==> config.mk <==
export PLATFORM = sky130hd
export DESIGN_NAME = rr_req_arbiter
export DESIGN_NICKNAME = d
export VERILOG_FILES = /design/src/rtl/rr_req_arbiter.sv
export SDC_FILE = /design/constraint.sdc
export NUM_CORES = 1
export LEC_CHECK = 0
export CAP_MARGIN = 0
export CORE_MARGIN = 5
export CORE_UTILIZATION = 35
export DETAILED_ROUTE_END_ITERATION = 10
export SETUP_SLACK_MARGIN = 0.15
export SYNTH_ARGS = -nofsm -noshare
export SYNTH_HDL_FRONTEND = slang
export SYNTH_SLANG_ARGS = --single-unit
==> constraint.sdc <==
create_clock -name i_clk -period 2.3 [get_ports i_clk]
set_input_delay 0.46 -clock i_clk [delete_from_list [all_inputs] [get_ports i_clk]]
set_output_delay 0.46 -clock i_clk [all_outputs]
set_load 0.005 [all_outputs]
==> src/rtl/rr_req_arbiter.sv <==
// -----------------------------------------------------------------------------
// rr_req_arbiter
//
// Round-robin arbiter sharing one resource among N requesters over a req/gnt
// handshake. Each grant is held for at most MAX_HOLD consecutive cycles, and
// every release is followed by exactly one cycle with no owner.
//
// Parameters:
//   N        - number of requesters (2..16)
//   MAX_HOLD - maximum consecutive cycles a grant may be held (>= 1)
//   IDW      - width of o_gnt_id
//   CW       - width of the internal hold counter
//
// Ports:
//   i_clk     - clock, rising edge
//   i_rst     - asynchronous active-high reset
//   i_req     - per-requester request level, held until served
//   i_done    - per-requester release pulse, only honoured for the owner
//   o_gnt     - registered one-hot grant, all-zero when idle
//   o_gnt_id  - index of the current owner, valid while o_ok = 1
//   o_ok      - resource currently owned (= |o_gnt)
//   o_timeout - one-cycle pulse when a grant is revoked by the hold limit
//
// Optional build macro:
//   ARB_SVA_EN - when defined, compiles concurrent protocol assertions.
//                Behaviour is identical with or without it.
// -----------------------------------------------------------------------------
module rr_req_arbiter #(
    parameter int unsigned N        = 4,
    parameter int unsigned MAX_HOLD = 8,
    parameter int unsigned IDW      = $clog2(N),
    parameter int unsigned CW       = $clog2(MAX_HOLD + 1)
) (
    input  logic           i_clk,
    input  logic           i_rst,
    input  logic [N-1:0]   i_req,
    input  logic [N-1:0]   i_done,
    output logic [N-1:0]   o_gnt,
    output logic [IDW-1:0] o_gnt_id,
    output logic           o_ok,
    output logic           o_timeout
);

    typedef enum logic [1:0] {
        StIdle  = 2'd0,
        StGrant = 2'd1,
        StGap   = 2'd2
    } state_t;

    state_t         r_state;
    logic [IDW-1:0] r_ptr;
    logic [CW-1:0]  r_cnt;
    logic [N-1:0]   r_gnt;
    logic [IDW-1:0] r_gnt_id;
    logic           r_ok;
    logic           r_timeout;

    logic [2*N-1:0] w_req2;
    logic [N-1:0]   w_rot;
    logic [IDW-1:0] w_off;
    logic           w_found;
    logic [IDW:0]   w_sum;
    logic [IDW-1:0] w_sel;
    logic [N-1:0]   w_sel_oh;
    logic           w_own_req;
    logic           w_own_done;
    logic           w_limit;
    logic           w_end;
    logic [IDW-1:0] w_ptr_nxt;

    // Rotate requests so that bit 0 corresponds to r_ptr; the lowest set bit
    // of the rotated vector is then the round-robin winner's offset.
    assign w_req2 = {i_req, i_req};
    assign w_rot  = N'(w_req2 >> r_ptr);

    always_comb begin
        w_found = 1'b0;
        w_off   = '0;
        for (int i = N - 1; i >= 0; i--) begin
            if (w_rot[i]) begin
                w_found = 1'b1;
                w_off   = IDW'(i);
            end
        end
    end

    // (ptr + offset) mod N, with one spare bit so non-power-of-two N wraps.
    always_comb begin
        w_sum = {1'b0, r_ptr} + {1'b0, w_off};
        if (w_sum >= (IDW + 1)'(N)) begin
            w_sum = w_sum - (IDW + 1)'(N);
        end
        w_sel = w_sum[IDW-1:0];
    end

    assign w_sel_oh = {{(N - 1){1'b0}}, 1'b1} << w_sel;

    // Only the owner's req/done matter while a grant is active.
    assign w_own_req  = i_req[r_gnt_id];
    assign w_own_done = i_done[r_gnt_id];
    assign w_limit    = (r_cnt == CW'(MAX_HOLD));
    assign w_end      = w_own_done || !w_own_req || w_limit;
    assign w_ptr_nxt  = (r_gnt_id == IDW'(N - 1)) ? '0 : r_gnt_id + IDW'(1);

    always_ff @(posedge i_clk or posedge i_rst) begin
        if (i_rst) begin
            r_state   <= StIdle;
            r_ptr     <= '0;
            r_cnt     <= '0;
            r_gnt     <= '0;
            r_gnt_id  <= '0;
            r_ok      <= 1'b0;
            r_timeout <= 1'b0;
        end else begin
            r_timeout <= 1'b0;
            case (r_state)
                StIdle, StGap: begin
                    if (w_found) begin
                        r_gnt    <= w_sel_oh;
                        r_gnt_id <= w_sel;
                        r_ok     <= 1'b1;
                        r_cnt    <= CW'(1);
                        r_state  <= StGrant;
                    end else begin
                        r_state  <= StIdle;
                    end
                end
                StGrant: begin
                    if (w_end) begin
                        r_gnt     <= '0;
                        r_ok      <= 1'b0;
                        r_ptr     <= w_ptr_nxt;
                        r_state   <= StGap;
                        // A voluntary release in the limit cycle is not a timeout.
                        r_timeout <= w_limit && !w_own_done && w_own_req;
                    end else begin
                        r_cnt <= r_cnt + CW'(1);
                    end
                end
                default: begin
                    r_gnt   <= '0;
                    r_ok    <= 1'b0;
                    r_state <= StIdle;
                end
            endcase
        end
    end

    assign o_gnt     = r_gnt;
    assign o_gnt_id  = r_gnt_id;
    assign o_ok      = r_ok;
    assign o_timeout = r_timeout;

`ifdef ARB_SVA_EN
    a_onehot : assert property (@(posedge i_clk) disable iff (i_rst) $onehot0(o_gnt));

    a_id_match : assert property (@(posedge i_clk) disable iff (i_rst)
        o_ok |-> o_gnt[o_gnt_id]);

    // An owner change always passes through a cycle with no owner.
    a_gap : assert property (@(posedge i_clk) disable iff (i_rst)
        (o_ok && $past(o_ok)) |-> (o_gnt == $past(o_gnt)));

    a_timeout_drop : assert property (@(posedge i_clk) disable iff (i_rst)
        o_timeout |-> $fell(o_ok));

    for (genvar gi = 0; gi < N; gi++) begin : g_sva
        a_gnt_after_req : assert property (@(posedge i_clk) disable iff (i_rst)
            (o_gnt[gi] && !$past(o_gnt[gi])) |-> $past(i_req[gi]));

        a_hold_limit : assert property (@(posedge i_clk) disable iff (i_rst)
            o_gnt[gi] |-> not (o_gnt[gi] [* MAX_HOLD + 1]));

        a_served : assert property (@(posedge i_clk) disable iff (i_rst)
            i_req[gi] |-> s_eventually (o_gnt[gi] || !i_req[gi]));
    end
`endif

endmodule
* After elaboration in Yosys (flattened, before gate mapping)
Index checks and enable logic that the tools add are counted.
Word-level totals: register bits 16, latch bits 0, bits in writable memories 0, bits in read-only memories 0, input bits 10, output and inout bits 8, logic and storage cells 63, memories kept 0
Operators by class: add/subtract/negate cells 4, $mul 0, div/mod/pow operators 0, order comparisons 2, equality and inequality tests 7, shift operators 2, mux-type cells 28, bitwise logic cells 0, reduce and logical (&&, ||, !) cells 13
Operators by type and width (number):
- $mux 4 | 4
- $pmux 4 s2 | 2
- $mux 2 | 7
- $mux 1 | 11
- $shr 8x2->4 | 1
- $ne 2x2->1 const B | 3
- $reduce_and 2->1 | 3
- $add 4x1->4 const B | 1
- $bmux 1 s2 | 2
- $eq 2x2->1 const B | 2
- $eq 4x4->1 const B | 1
- $pmux 2 s2 | 1
- $shl 1x2->4 const A | 1
- $add 2x2->3 | 1
- $ge 3x3->1 const B | 1
- $lt 2x3->1 const B | 1
- $reduce_and 3->1 | 1
- $add 2x1->2 const B | 1
- $eq 2x1->1 const B | 1
- $logic_and 1x1->1 | 2
- $logic_not 1->1 | 2
- $logic_not 2->1 | 1
- $logic_or 1x1->1 | 2
- $pmux 1 s2 | 1
- other kinds (3) | 3

* Longest topological paths before layout
Gate-level depths: netlist of run 1.
depth in word-level cells 11, gate-level depth with buffers 9, depth with buffers taken out 8

* Least setup slack after synthesis of run 1
No wires, ideal clock.
kind reg-to-reg, from register r_ptr[0], to register r_gnt[0] (netlist: o_gnt[0]), library setup time 0.101 ns, arrival 1.941 ns, data required time 2.199 ns, slack 0.259 ns, cell stages (with the launch flop) 9, path buffers 1, period minus slack after synthesis 2.041 ns, cell sequence dfrtp_1 -> clkbuf_1 -> nand2b_1 -> o22ai_1 -> o21ai_0 -> o221ai_1 -> ha_1 -> or3_1 -> o32ai_1
Between the ends: cells in the longest elaborated chain, start to end 11, elaborated cells on any way between the ends 18, those cells by class 2 x add/sub; 1 x order compare; 1 x eq/ne; 2 x shift; 11 x mux; 1 x reduce/logical
RTL lines:
- start: declaration | line 51 | logic [IDW-1:0] r_ptr;
- start signal: assignment | line 132 | r_ptr <= w_ptr_nxt;
- $shr 8x2->4 | line 74 | assign w_rot = N'(w_req2 >> r_ptr);
- $mux 2 (4 in a row) | line 80 | if (w_rot[i]) begin
- $add 2x2->3 (*) | line 89 | w_sum = {1'b0, r_ptr} + {1'b0, w_off};
- $ge 3x3->1 or $sub 2x1->2 (tied branches) | line 90, 91
- $mux 2 (*) | line 90 | if (w_sum >= (IDW + 1)'(N)) begin
- via w_sum[0] | line 62 | logic [IDW:0] w_sum;
- $shl 1x2->4 (*) | line 96 | assign w_sel_oh = {{(N - 1){1'b0}}, 1'b1} << w_sel;
- $mux 4 (*) | line 118 | if (w_found) begin
- $pmux 4 s2 (*) | line 116 | case (r_state)
- end signal: assignment | line 119 | r_gnt <= w_sel_oh;
- end: declaration | line 53 | logic [N-1:0] r_gnt;
The timed path passes the listed nets; every way through them passes the cells marked *. The select of a mux whose other input is x is not followed. A chain may end at the register's enable or synchronous reset.

* Final worst setup path of run 1
from input port i_req[1], to register r_gnt[2] (netlist: o_gnt[2])
Between the ends: cells in the longest elaborated chain, start to end 11, elaborated cells on any way between the ends 24, those cells by class 2 x add/sub; 1 x order compare; 2 x eq/ne; 2 x shift; 13 x mux; 4 x reduce/logical
RTL lines:
- start: declaration | line 36 | input logic [N-1:0] i_req,
- $shr 8x2->4 (*) | line 74
- $mux 2 (3 in a row) | line 80
- $mux 2 (*) | line 80
- $add 2x2->3 (*) | line 89
- $ge 3x3->1 or $sub 2x1->2 (tied branches) | line 90, 91
- $mux 2 (*) | line 90
- via w_sum[0] | line 62
- $shl 1x2->4 (*) | line 96
- $mux 4 (*) | line 118
- $pmux 4 s2 (*) | line 116
Marks and branches as above.

==> results of run 1 <==
==> sequential cells by signal, indices dropped and copies added (netlist names) <==
signal	flops
o_gnt	4
r_cnt	4
o_gnt_id	2
r_ptr	2
r_state	2
o_ok	1
o_timeout	1
==> worst max-delay path: stages <==
cell and delay, ns:
dlygate4sd2_1 0.30, nand2b_1 0.10, o22ai_1 0.07, o21ai_0 0.14
o221ai_1 0.13, ha_1 0.30, or3_1 0.43, o32ai_2 0.29
==> cell usage in the layout, fill, tap and decap left out, types with 2 or more instances in the layout <==
cell             netlist  routed
o32ai_2                0       2
nand3_1                2       2
dfrtp_1               16      15
o21a_1                 2       2
dlygate4sd2_1          0       4
o32ai_1                4       2
nor2_1                 6       6
clkbuf_4               0       3
clkdlybuf4s50_1        0      13
nand2_1               11      11
inv_1                  8       8
buf_4                  0      12
o21ai_0                4       4
mux2_1                 2       2
mux2i_1                4       4
nor4_1                 3       2
ha_1                   4       4
nor2b_1                9       9
nand2b_1               4       4
o221ai_1               2       2
==> metrics by stage <==
step / total power, uW / setup TNS [ns]
4_1_cts: 1410 / 0
6_report: 1460 / 0
3_3_place_gp: 1180 / -1.10
2_1_floorplan: 941 / 0
5_1_grt: 1590 / 0
3_5_place_dp: 1200 / -1.32
==> worst max-delay path by stage <==
stage,slack (ns),cells past startpoint,endpoint
detailed placement,-0.28,8,o_gnt[2]$_DFFE_PP0P_
finish,0.26,8,o_gnt[2]$_DFFE_PP0P_
global route,0.16,7,o_gnt[2]$_DFFE_PP0P_
floorplan,0.26,8,o_gnt[0]$_DFFE_PP0P_
global placement,-0.25,8,o_gnt[2]$_DFFE_PP0P_
CTS,0.21,7,o_gnt[0]$_DFFE_PP0P_
==> final cells by class <==
class | count | area [sq um]
clock buffers | 4 | 36.3
fillers | 258 | 1410
inverters | 8 | 30.0
multi-input cells | 78 | 572
flip-flops and latches | 16 | 402
well taps | 31 | 38.8
repair buffers | 30 | 268
==> power by group through the flow <==
stage / clock, uW / sequential, uW / combinational [uW]
2_1_floorplan: 0 / 446 / 495
5_1_grt: 205 / 494 / 891
6_report: 181 / 475 / 800
3_5_place_dp: 0 / 493 / 705
3_3_place_gp: 0 / 490 / 687
4_1_cts: 189 / 488 / 734
==> metal layers <==
layer / part of all wire / track usage
met4: 0.011 / 0.0519
met1: 0.44 / 0.137
met3: 0.033 / 0.0228
met5: 0 / 0
met2: 0.51 / 0.188
==> timing repair <==
item,4_1_cts,5_1_grt
gates resized for setup,7,1
setup endpoints to repair,4,3
setup buffers,0,3
==> kinds of logic after synthesis <==
kind of cell | count (synthesis) | share of synthesized area
muxes | 7 | 0.0841
xor gates and xnor gates | 1 | 0.00865
AOI/OAI and AO/OA | 21 | 0.161
DFF | 16 | 0.396
adders and majority gates | 4 | 0.0494
buffers and inverters | 15 | 0.0606
and+or+nand+nor | 45 | 0.241
==> summary.txt, run 1 <==
Yosys
  • Cell count after synthesis: 109
  • Main area contributors after synthesis: dfrtp_1 40%, nor2b_1 5.6%, ha_1 4.9%
  • Post-synthesis average cell area: 9.29 sq um
  • Synthesized flop and latch total: 16
  • Ys flop type: dfrtp_1
  • Warnings, synthesis: 0
  • Sequential share of the synthesized area: 0.396
  • Leading area contributor after synthesis: dfrtp_1
  • Number of enable flip-flop cells after synthesis: 0
  • Distinct cells, synth: 38
  • Top cells by count, synth: 16 x dfrtp_1, 11 x nand2_1, 9 x nor2b_1, 8 x inv_1, 6 x nor2_1
  • Most common cell in the netlist: dfrtp_1
  • Asr flop ratio synth: 1.00
  • Mapped cell area: 1010 sq um
  • Syn_nets: 123
  • Synth top area share: 0.396

Setup path
  • CP Launch Point: i_req[1]
  • CP Data Required Time: 2.48 ns
  • Worst R2R Start: r_ptr[0]$_DFFE_PP0P_
  • R2r setup slk: 0.27 ns
  • Worst EP arrival: 2.22 ns
  • RR Endpoint: o_gnt[2]$_DFFE_PP0P_
  • Critical path type: in2reg
  • CP endpoint kind: flop
  • Crit Path Max Fanout: 6
  • R2R depth: 7
  • Worst setup SP type: primary input

Timing
  • Final period util: 0.885
  • Layout Skew: 0.00268 ns
  • Worst-Margin Slew: 0.595 ns
  • RSZ-0062 raised after global routing: false
  • Achievable frequency: 0.491 GHz
  • Setup violators final: 0
  • Final Max Slew Viols: 0
  • Relative slew margins: 0.603
  • Hold slack final: 0.489 ns
  • Final min period: 2.04 ns
  • Setup WS post-layout: 0.264 ns
  • Final-report hold violation count: 0

Route
  • Per-cell routed wire length: 13.2 um
  • WL final: 2210 um
  • Initial DRC count: 87
  • DRT Pass-1 Iters: 4
  • DRC: 0
  • Via Count: 907
  • DR vias/cell: 5.43
  • Routed Antenna Nets: 0

Clock network
  • Clock sink count: 16
  • Worst-skew pair later-pin latency: 0.28 ns
  • H-tree Lvls: 1
  • Worst-path clk slew: 0.09 ns
  • CTS Hold Buffers Added: 0
  • CTS tree: yes
  • Num CTS Buffers: 3
  • Root Driver: clkbuf_4
  • Clk buf depth: 2

Power
  • Combinational share of power: 0.549
  • P_sw: 567 uW
  • P_int: 889 uW
  • Sequential share of power: 0.326
  • Peak supply drop: 0.000626 V
  • Clock power share: 0.124
  • Cell Pwr Density: 1080 nW/um^2
  • LEAKAGE: 0.000607 uW
  • Switching share of power: 0.389

Place
  • Place WS: -0.277 ns
  • GPL Wtd Cong: 0.855
  • Detail Placement HPWL: 1700 um
  • # port buffers: 17
  • DP Area: 1260 sq um
  • Cells after DPL: 160

GRT
  • GRT overflow: 0
  • GRT Total Usage: 0.112
  • Largest net degree at the start of global routing: 17
  • Number of global-route vias before repair: 867
  • Initial antenna violation count: 0
  • Global-route wire length before repair: 3750 um

Finish
  • Finished Core Util: 0.488
  • Nets: 151
  • Fin area: 1350 sq um
  • Finished Layout Cells: 167
  • Area grow syn2layout: 33.0%
  • Share of post-route cells with drive strength above 1: 0.169
  • Antenna diodes: 0

Floorplan
  • Initial core utilization: 0.367
  • Die area: 4070 sq um
  • FP Rows: 19
  • Core Box Area: 2760 sq um
  • Chip height: 63.8 um
  • Io pins: 18
  • DIE WIDTH: 63.8 um

Outcome
  • Status: finished clean

Min path
  • Worst Hold End: r_cnt[2]$_DFFE_PP0P_
  • Hold path start: r_cnt[2]$_DFFE_PP0P_
  • WHS Path Cells: 1
  • Worst Hold Class: reg2reg

Job
  • Max-Cap Viols: 0
No activity file was read; power rests on OpenSTA's default activity.
==> inputs of run 2 (changes only) <==
--- a/config.mk
+++ b/config.mk
@@ -6,7 +6,6 @@
 export NUM_CORES = 1
 export LEC_CHECK = 0
 export CAP_MARGIN = 0
-export CORE_MARGIN = 5
 export CORE_UTILIZATION = 35
 export DETAILED_ROUTE_END_ITERATION = 10
 export SETUP_SLACK_MARGIN = 0.15
==> summary.txt, run 2 (synthesis gave the netlist of run 1 again) <==
Outcome
  • Status: finished clean

Route
  • Via Count: 879 (-3.1%)
  • DRC: 0 (unchanged)
  • Per-cell routed wire length: 13.2 um (+0.20%)
  • WL final: 2180 um (-1.0%)
  • Initial DRC count: 16 (-82%)
  • DR vias/cell: 5.33 (-1.9%)
  • Routed Antenna Nets: 0 (unchanged)
  • DRT Pass-1 Iters: 4 (unchanged)

GRT
  • Global-route wire length before repair: 3570 um (-4.8%)
  • Number of global-route vias before repair: 862 (-0.58%)
  • GRT overflow: 0 (unchanged)
  • Initial antenna violation count: 0 (unchanged)
  • Largest net degree at the start of global routing: 17 (unchanged)
  • GRT Total Usage: 0.143 (+0.0315)

Finish
  • Seq. cell area: 403 sq um (+0.31%)
  • Share of post-route cells with drive strength above 1: 0.187 (+0.0174)
  • Finished Layout Cells: 165 (-1.2%)
  • Area grow syn2layout: 32.4%
  • # fillers: 273 (+5.8%)
  • Most common cell after layout, fill and taps aside: dfrtp_1
  • Most frequent cells in the layout: 14 x dfrtp_1, 13 x clkdlybuf4s50_1, 11 x nand2_1, 11 x buf_4, 9 x nor2b_1
  • Antenna diodes: 0 (unchanged)
  • Fin area: 1340 sq um (-0.46%)
  • Finished Core Util: 0.486 (-0.00227)
  • Multi-input gate area: 584 sq um (+2.2%)
  • Nets: 149 (-1.3%)

Timing
  • Achievable frequency: 0.502 GHz (+2.3%)
  • RSZ-0062 raised after global routing: false
  • Final-report hold violation count: 0 (unchanged)
  • Worst-Margin Slew: 0.610 ns (+0.0148 ns)
  • Final min period: 1.99 ns (-0.0458 ns)
  • Setup WS post-layout: 0.310 ns (+0.0459 ns)
  • Final period util: 0.865 (-0.0199)
  • Relative slew margins: 0.593 (-0.00987)
  • Layout Skew: 0.00384 ns (+0.00116 ns)
  • Setup violators final: 0 (unchanged)
  • Final Max Slew Viols: 0 (unchanged)

Setup path
  • CP endpoint: o_gnt[2]$_DFFE_PP0P_
  • Worst R2R Start: r_ptr[0]$_DFFE_PP0P_
  • Critical path type: reg2reg
  • R2r setup slk: 0.31 ns (+0.04 ns)
  • R2R depth: 7 (unchanged)
  • Worst setup SP type: flop
  • CP Launch Point: r_ptr[0]$_DFFE_PP0P_
  • RR Endpoint: o_gnt[2]$_DFFE_PP0P_
  • CP endpoint kind: flop
  • Worst EP arrival: 2.18 ns (-0.04 ns)
  • CP Data Required Time: 2.49 ns (about the same)
  • Crit Path Max Fanout: 8 (+2)

Floorplan
  • Chip height: 55.8 um (-13%)
  • FP Rows: 19 (unchanged)
  • DIE WIDTH: 55.8 um (-13%)
  • Initial core utilization: 0.367 (unchanged)
  • Io pins: 18 (unchanged)
  • Die area: 3110 sq um (-24%)
  • Core Box Area: 2760 sq um (unchanged)

Clock network
  • H-tree Lvls: 1 (unchanged)
  • Num CTS Buffers: 3 (unchanged)
  • Worst-path clk slew: 0.09 ns (about the same)
  • Clock sink count: 16 (unchanged)
  • Root Driver: clkbuf_4
  • Clk buf depth: 2 (unchanged)
  • Worst-skew pair later-pin latency: 0.28 ns (about the same)
  • CTS tree: yes

Place
  • DP Area: 1260 sq um (-0.59%)
  • # port buffers: 17 (unchanged)
  • GPL Wtd Cong: 0.864 (+0.95%)
  • Detail Placement HPWL: 1690 um (-0.27%)
  • Cells after DPL: 159 (-0.63%)
  • Place WS: -0.284 ns (-0.00623 ns)

Power
  • Cell Pwr Density: 1110 nW/um^2 (+2.2%)
  • Pwr Total: 1480 uW (+1.7%)
  • LEAKAGE: 0.000590 uW (-2.8%)
  • Peak supply drop: 0.000671 V (+7.2%)

Min path
  • Worst Hold Class: reg2reg

Job
  • Max-Cap Viols: 0 (unchanged)
==> run 2: changes by cell type in the layout (fill, tap and decap cells not counted) <==
cell and change:
or3_1 -1, or3_4 +1, o21ai_1 +1, xor2_1 -1
dfrtp_1 -1, buf_4 -1, xor2_2 +1, o21ai_0 -1
dlymetal6s2s_1 -1, dfrtp_2 +1
==> run 2: through the flow <==
step           TNS (ns)  hold slack [ns]
6_report              0            0.491
5_1_grt               0            0.540
4_1_cts               0            0.500
3_5_place_dp      -1.17            0.488
3_3_place_gp     -0.920            0.471
2_1_floorplan         0            0.374
==> run 2: where the power goes <==
| part | internal, uW | total (uW) | switching, uW |
|---|---|---|---|
| clock network | 96.2 | 182 | 86.2 |
| registers | 383 | 487 | 104 |
| logic | 420 | 811 | 391 |
==> run 2: worst min path at each step <==
| stage | startpoint | to | slack [ns] | cells after the start |
|---|---|---|---|---|
| 3_3_place_gp | r_cnt[2]$_DFFE_PP0P_ | r_cnt[2]$_DFFE_PP0P_ | 0.47 | 1 |
| 6_report | r_cnt[2]$_DFFE_PP0P_ | r_cnt[2]$_DFFE_PP0P_ | 0.49 | 1 |
| 4_1_cts | r_cnt[2]$_DFFE_PP0P_ | r_cnt[2]$_DFFE_PP0P_ | 0.50 | 1 |
| 5_1_grt | r_cnt[2]$_DFFE_PP0P_ | r_cnt[2]$_DFFE_PP0P_ | 0.54 | 1 |
| 2_1_floorplan | i_rst | o_gnt[0]$_DFFE_PP0P_ | 0.37 | 1 |
| 3_5_place_dp | r_cnt[2]$_DFFE_PP0P_ | r_cnt[2]$_DFFE_PP0P_ | 0.49 | 1 |
==> run 2: cell type report <==
class / count / area share
Multi-Input combinational cell: 78 / 0.436
Timing Repair Buffer: 28 / 0.185
Inverter: 8 / 0.0224
Tap cell: 31 / 0.0289
Sequential cell: 16 / 0.301
Clock buffer: 4 / 0.0271
==> run 2: layer usage <==
layer / up-vias / routed length (um) / global-route usage
met5: - / 0 / 0
met4: 0 / 31 / 0.0536
met3: 4 / 89 / 0.0140
met2: 14 / 1100 / 0.253
met1: 428 / 966 / 0.181
li1: 433 / - / -
==> run 2: what timing repair did <==
item | in CTS | in global routing
gates resized for setup | 8 | 4
endpoints found under the setup margin | 5 | 5
hold buffers | 0 | 0
setup buffers | 0 | 2
==> run 2: critical path: stages, from the launching register on <==
cell and delay, ns:
dfrtp_2 0.46, nand2b_1 0.15, o221ai_1 0.18, o21ai_1 0.09
o221ai_1 0.08, ha_1 0.28, or3_4 0.41, o32ai_2 0.26
==> inputs of run 3 (changes only) <==
--- a/config.mk
+++ b/config.mk
@@ -6,8 +6,10 @@
 export NUM_CORES = 1
 export LEC_CHECK = 0
 export CAP_MARGIN = 0
+export CORE_ASPECT_RATIO = 0.5
 export CORE_UTILIZATION = 35
 export DETAILED_ROUTE_END_ITERATION = 10
+export GPL_ROUTABILITY_DRIVEN = 0
 export SETUP_SLACK_MARGIN = 0.15
 export SYNTH_ARGS = -nofsm -noshare
 export SYNTH_HDL_FRONTEND = slang
==> summary.txt, run 3 (synthesis gave the netlist of run 1 again) <==
Setup path
  • Max incr delay on CP: 0.41 ns (-0.05 ns)
  • CP max stage cell: or3_4
  • Most used cell, CP: o221ai_1
  • Buf/Inv on CP: 1 (+1)
  • Worst EP arrival: 2.20 ns (+0.02 ns)
  • Cells along the critical path: dlygate4sd2_1 -> nand2b_1 -> o221ai_1 -> o21ai_1 -> o221ai_1 -> ha_1 -> or3_4 -> o32ai_2
  • CP endpoint kind: flop
  • CP top delay family: compound AO/OA/AOI/OAI gates
  • CP Data Required Time: 2.45 ns (-0.04 ns)
  • Crit Path Max Fanout: 6 (-2)
  • Critical path type: in2reg
  • Worst setup SP type: primary input

Timing
  • Setup WS post-layout: 0.244 ns (-0.0656 ns)
  • Layout Skew: 0.00271 ns (-0.00113 ns)
  • Setup violators final: 0 (unchanged)
  • Relative slew margins: 0.605 (+0.0123)
  • Final min period: 2.06 ns (+0.0656 ns)
  • Achievable frequency: 0.486 GHz (-3.2%)
  • Final Max Slew Viols: 0 (unchanged)
  • RSZ-0062 raised after global routing: false
  • Final period util: 0.894 (+0.0285)
  • Worst-Margin Slew: 0.591 ns (-0.0185 ns)
  • Final-report hold violation count: 0 (unchanged)

Power
  • Switching share of power: 0.379 (-0.0139)
  • Cell Pwr Density: 1120 nW/um^2 (+1.3%)
  • Peak supply drop: 0.000477 V (-29%)
  • P_sw: 579 uW (-0.37%)
  • Combinational share of power: 0.523 (-0.025)
  • LEAKAGE: 0.000597 uW (+1.2%)
  • P_int: 950 uW (+5.6%)
  • Sequential share of power: 0.318 (-0.011)
  • Clock power share: 0.158 (+0.035)
  • Pwr Total: 1530 uW (+3.3%)

GRT
  • Largest net degree at the start of global routing: 17 (unchanged)
  • GRT Total Usage: 0.148 (+0.00469)
  • Global-route wire length before repair: 3440 um (-3.7%)
  • Number of global-route vias before repair: 744 (-14%)
  • GRT overflow: 0 (unchanged)
  • Initial antenna violation count: 0 (unchanged)

Place
  • Place WS: -0.244 ns (+0.0394 ns)
  • DP Area: 1260 sq um (+0.60%)
  • Detail Placement HPWL: 1510 um (-11%)
  • # port buffers: 17 (unchanged)

Floorplan
  • Core Box Area: 2670 sq um (-3.3%)
  • Chip height: 40.0 um (-28%)
  • FP Rows: 13 (-6)
  • Die area: 3120 sq um (+0.43%)
  • Io pins: 18 (unchanged)
  • Initial core utilization: 0.379 (+0.0124)
  • DIE WIDTH: 78.1 um (+40%)

Finish
  • Most common cell after layout, fill and taps aside: dfrtp_1
  • Antenna diodes: 0 (unchanged)
  • Share of post-route cells with drive strength above 1: 0.179 (-0.00746)
  • Fin area: 1370 sq um (+2.0%)
  • Most frequent cells in the layout: 14 x dfrtp_1, 13 x clkdlybuf4s50_1, 11 x nand2_1, 11 x buf_4, 9 x nor2b_1
  • Area grow syn2layout: 35.0%
  • Nets: 149 (unchanged)

Clock network
  • Num CTS Buffers: 3 (unchanged)
  • Worst-skew pair later-pin latency: 0.25 ns (-0.03 ns)
  • Worst-path clk slew: 0.06 ns (-0.03 ns)
  • Clk buf depth: 2 (unchanged)
  • CTS Hold Buffers Added: 0 (unchanged)
  • H-tree Lvls: 1 (unchanged)
  • Clock sink count: 16 (unchanged)
  • Root Driver: clkbuf_8
  • CTS tree: yes

Route
  • Via Count: 837 (-4.8%)
  • DRC: 0 (unchanged)
  • Routed Antenna Nets: 0 (unchanged)
  • Initial DRC count: 26 (+10)
  • Per-cell routed wire length: 11.9 um (-10%)
  • WL final: 2030 um (-7.0%)
  • DR vias/cell: 4.89 (-8.1%)
  • DRT Pass-1 Iters: 4 (unchanged)

Outcome
  • Status: finished clean

Min path
  • Worst Hold Class: reg2reg

Job
  • Max-Cap Viols: 0 (unchanged)
==> run 3: changes by cell type in the layout (fill, tap and decap cells not counted) <==
cell | previous run | this run
a21oi_2 | 1 | 0
a21oi_4 | 1 | 2
clkbuf_4 | 3 | 0
clkbuf_8 | 1 | 4
o32ai_1 | 2 | 3
o32ai_2 | 2 | 1
==> run 3: final cells by class <==
type,instances,area [sq um]
Sequential cell,16,403
Timing Repair Buffer,28,248
Inverter,8,30.0
Fill cell,247,1300
Multi-Input combinational cell,78,584
Tap cell,37,46.3
Clock buffer,4,55.1
==> run 3: repair_timing <==
item                                    CTS  global route
gates resized for setup                  10             2
pin swaps                                 1             0
endpoints found under the hold margin     0             0
setup buffers                             0             2
endpoints found under the setup margin    8             5
==> run 3: path summary, 6_finish.rpt <==
| check | from | end | slack [ns] | cells after the start |
|---|---|---|---|---|
| worst max-delay path | i_req[3] | o_gnt[2]$_DFFE_PP0P_ | 0.24 | 8 |
| worst min-delay path | r_cnt[2]$_DFFE_PP0P_ | r_cnt[2]$_DFFE_PP0P_ | 0.50 | 1 |
| worst max register to register | r_ptr[0]$_DFFE_PP0P_ | o_gnt[2]$_DFFE_PP0P_ | 0.29 | 7 |
| worst min register to register | r_cnt[2]$_DFFE_PP0P_ | r_cnt[2]$_DFFE_PP0P_ | 0.50 | 1 |
| max in group asynchronous | i_rst | r_ptr[1]$_DFFE_PP0P_ | 1.30 | 2 |
| min in group asynchronous | i_rst | o_ok$_DFFE_PP0P_ | 0.58 | 2 |
==> run 3: metrics by stage <==
step / hold slack (ns) / setup TNS, ns / cells / util
2_1_floorplan: 0.374 / 0 / 109 / -
3_3_place_gp: 0.477 / -1.32 / 165 / 0.474
3_5_place_dp: 0.486 / -1.41 / 165 / 0.474
4_1_cts: 0.496 / 0 / 169 / 0.503
5_1_grt: 0.526 / 0 / 171 / 0.512
6_report: 0.497 / 0 / 171 / 0.512
==> run 3: layer usage <==
| layer | up-vias | global-route usage | part of all wire |
|---|---|---|---|
| li1 | 435 | - | - |
| met1 | 387 | 0.219 | 0.57 |
| met2 | 15 | 0.215 | 0.40 |
| met3 | 0 | 0.0409 | 0.034 |
| met4 | 0 | 0.0278 | 0 |
| met5 | - | 0 | 0 |
==> run 3: power by group through the flow <==
| stage | Combinational (uW) | Clock (uW) | Sequential [uW] |
|---|---|---|---|
| floorplan | 495 | 0 | 446 |
| global placement | 693 | 0 | 494 |
| detailed placement | 697 | 0 | 495 |
| CTS | 752 | 254 | 493 |
| global route | 892 | 271 | 506 |
| finish | 800 | 242 | 487 |
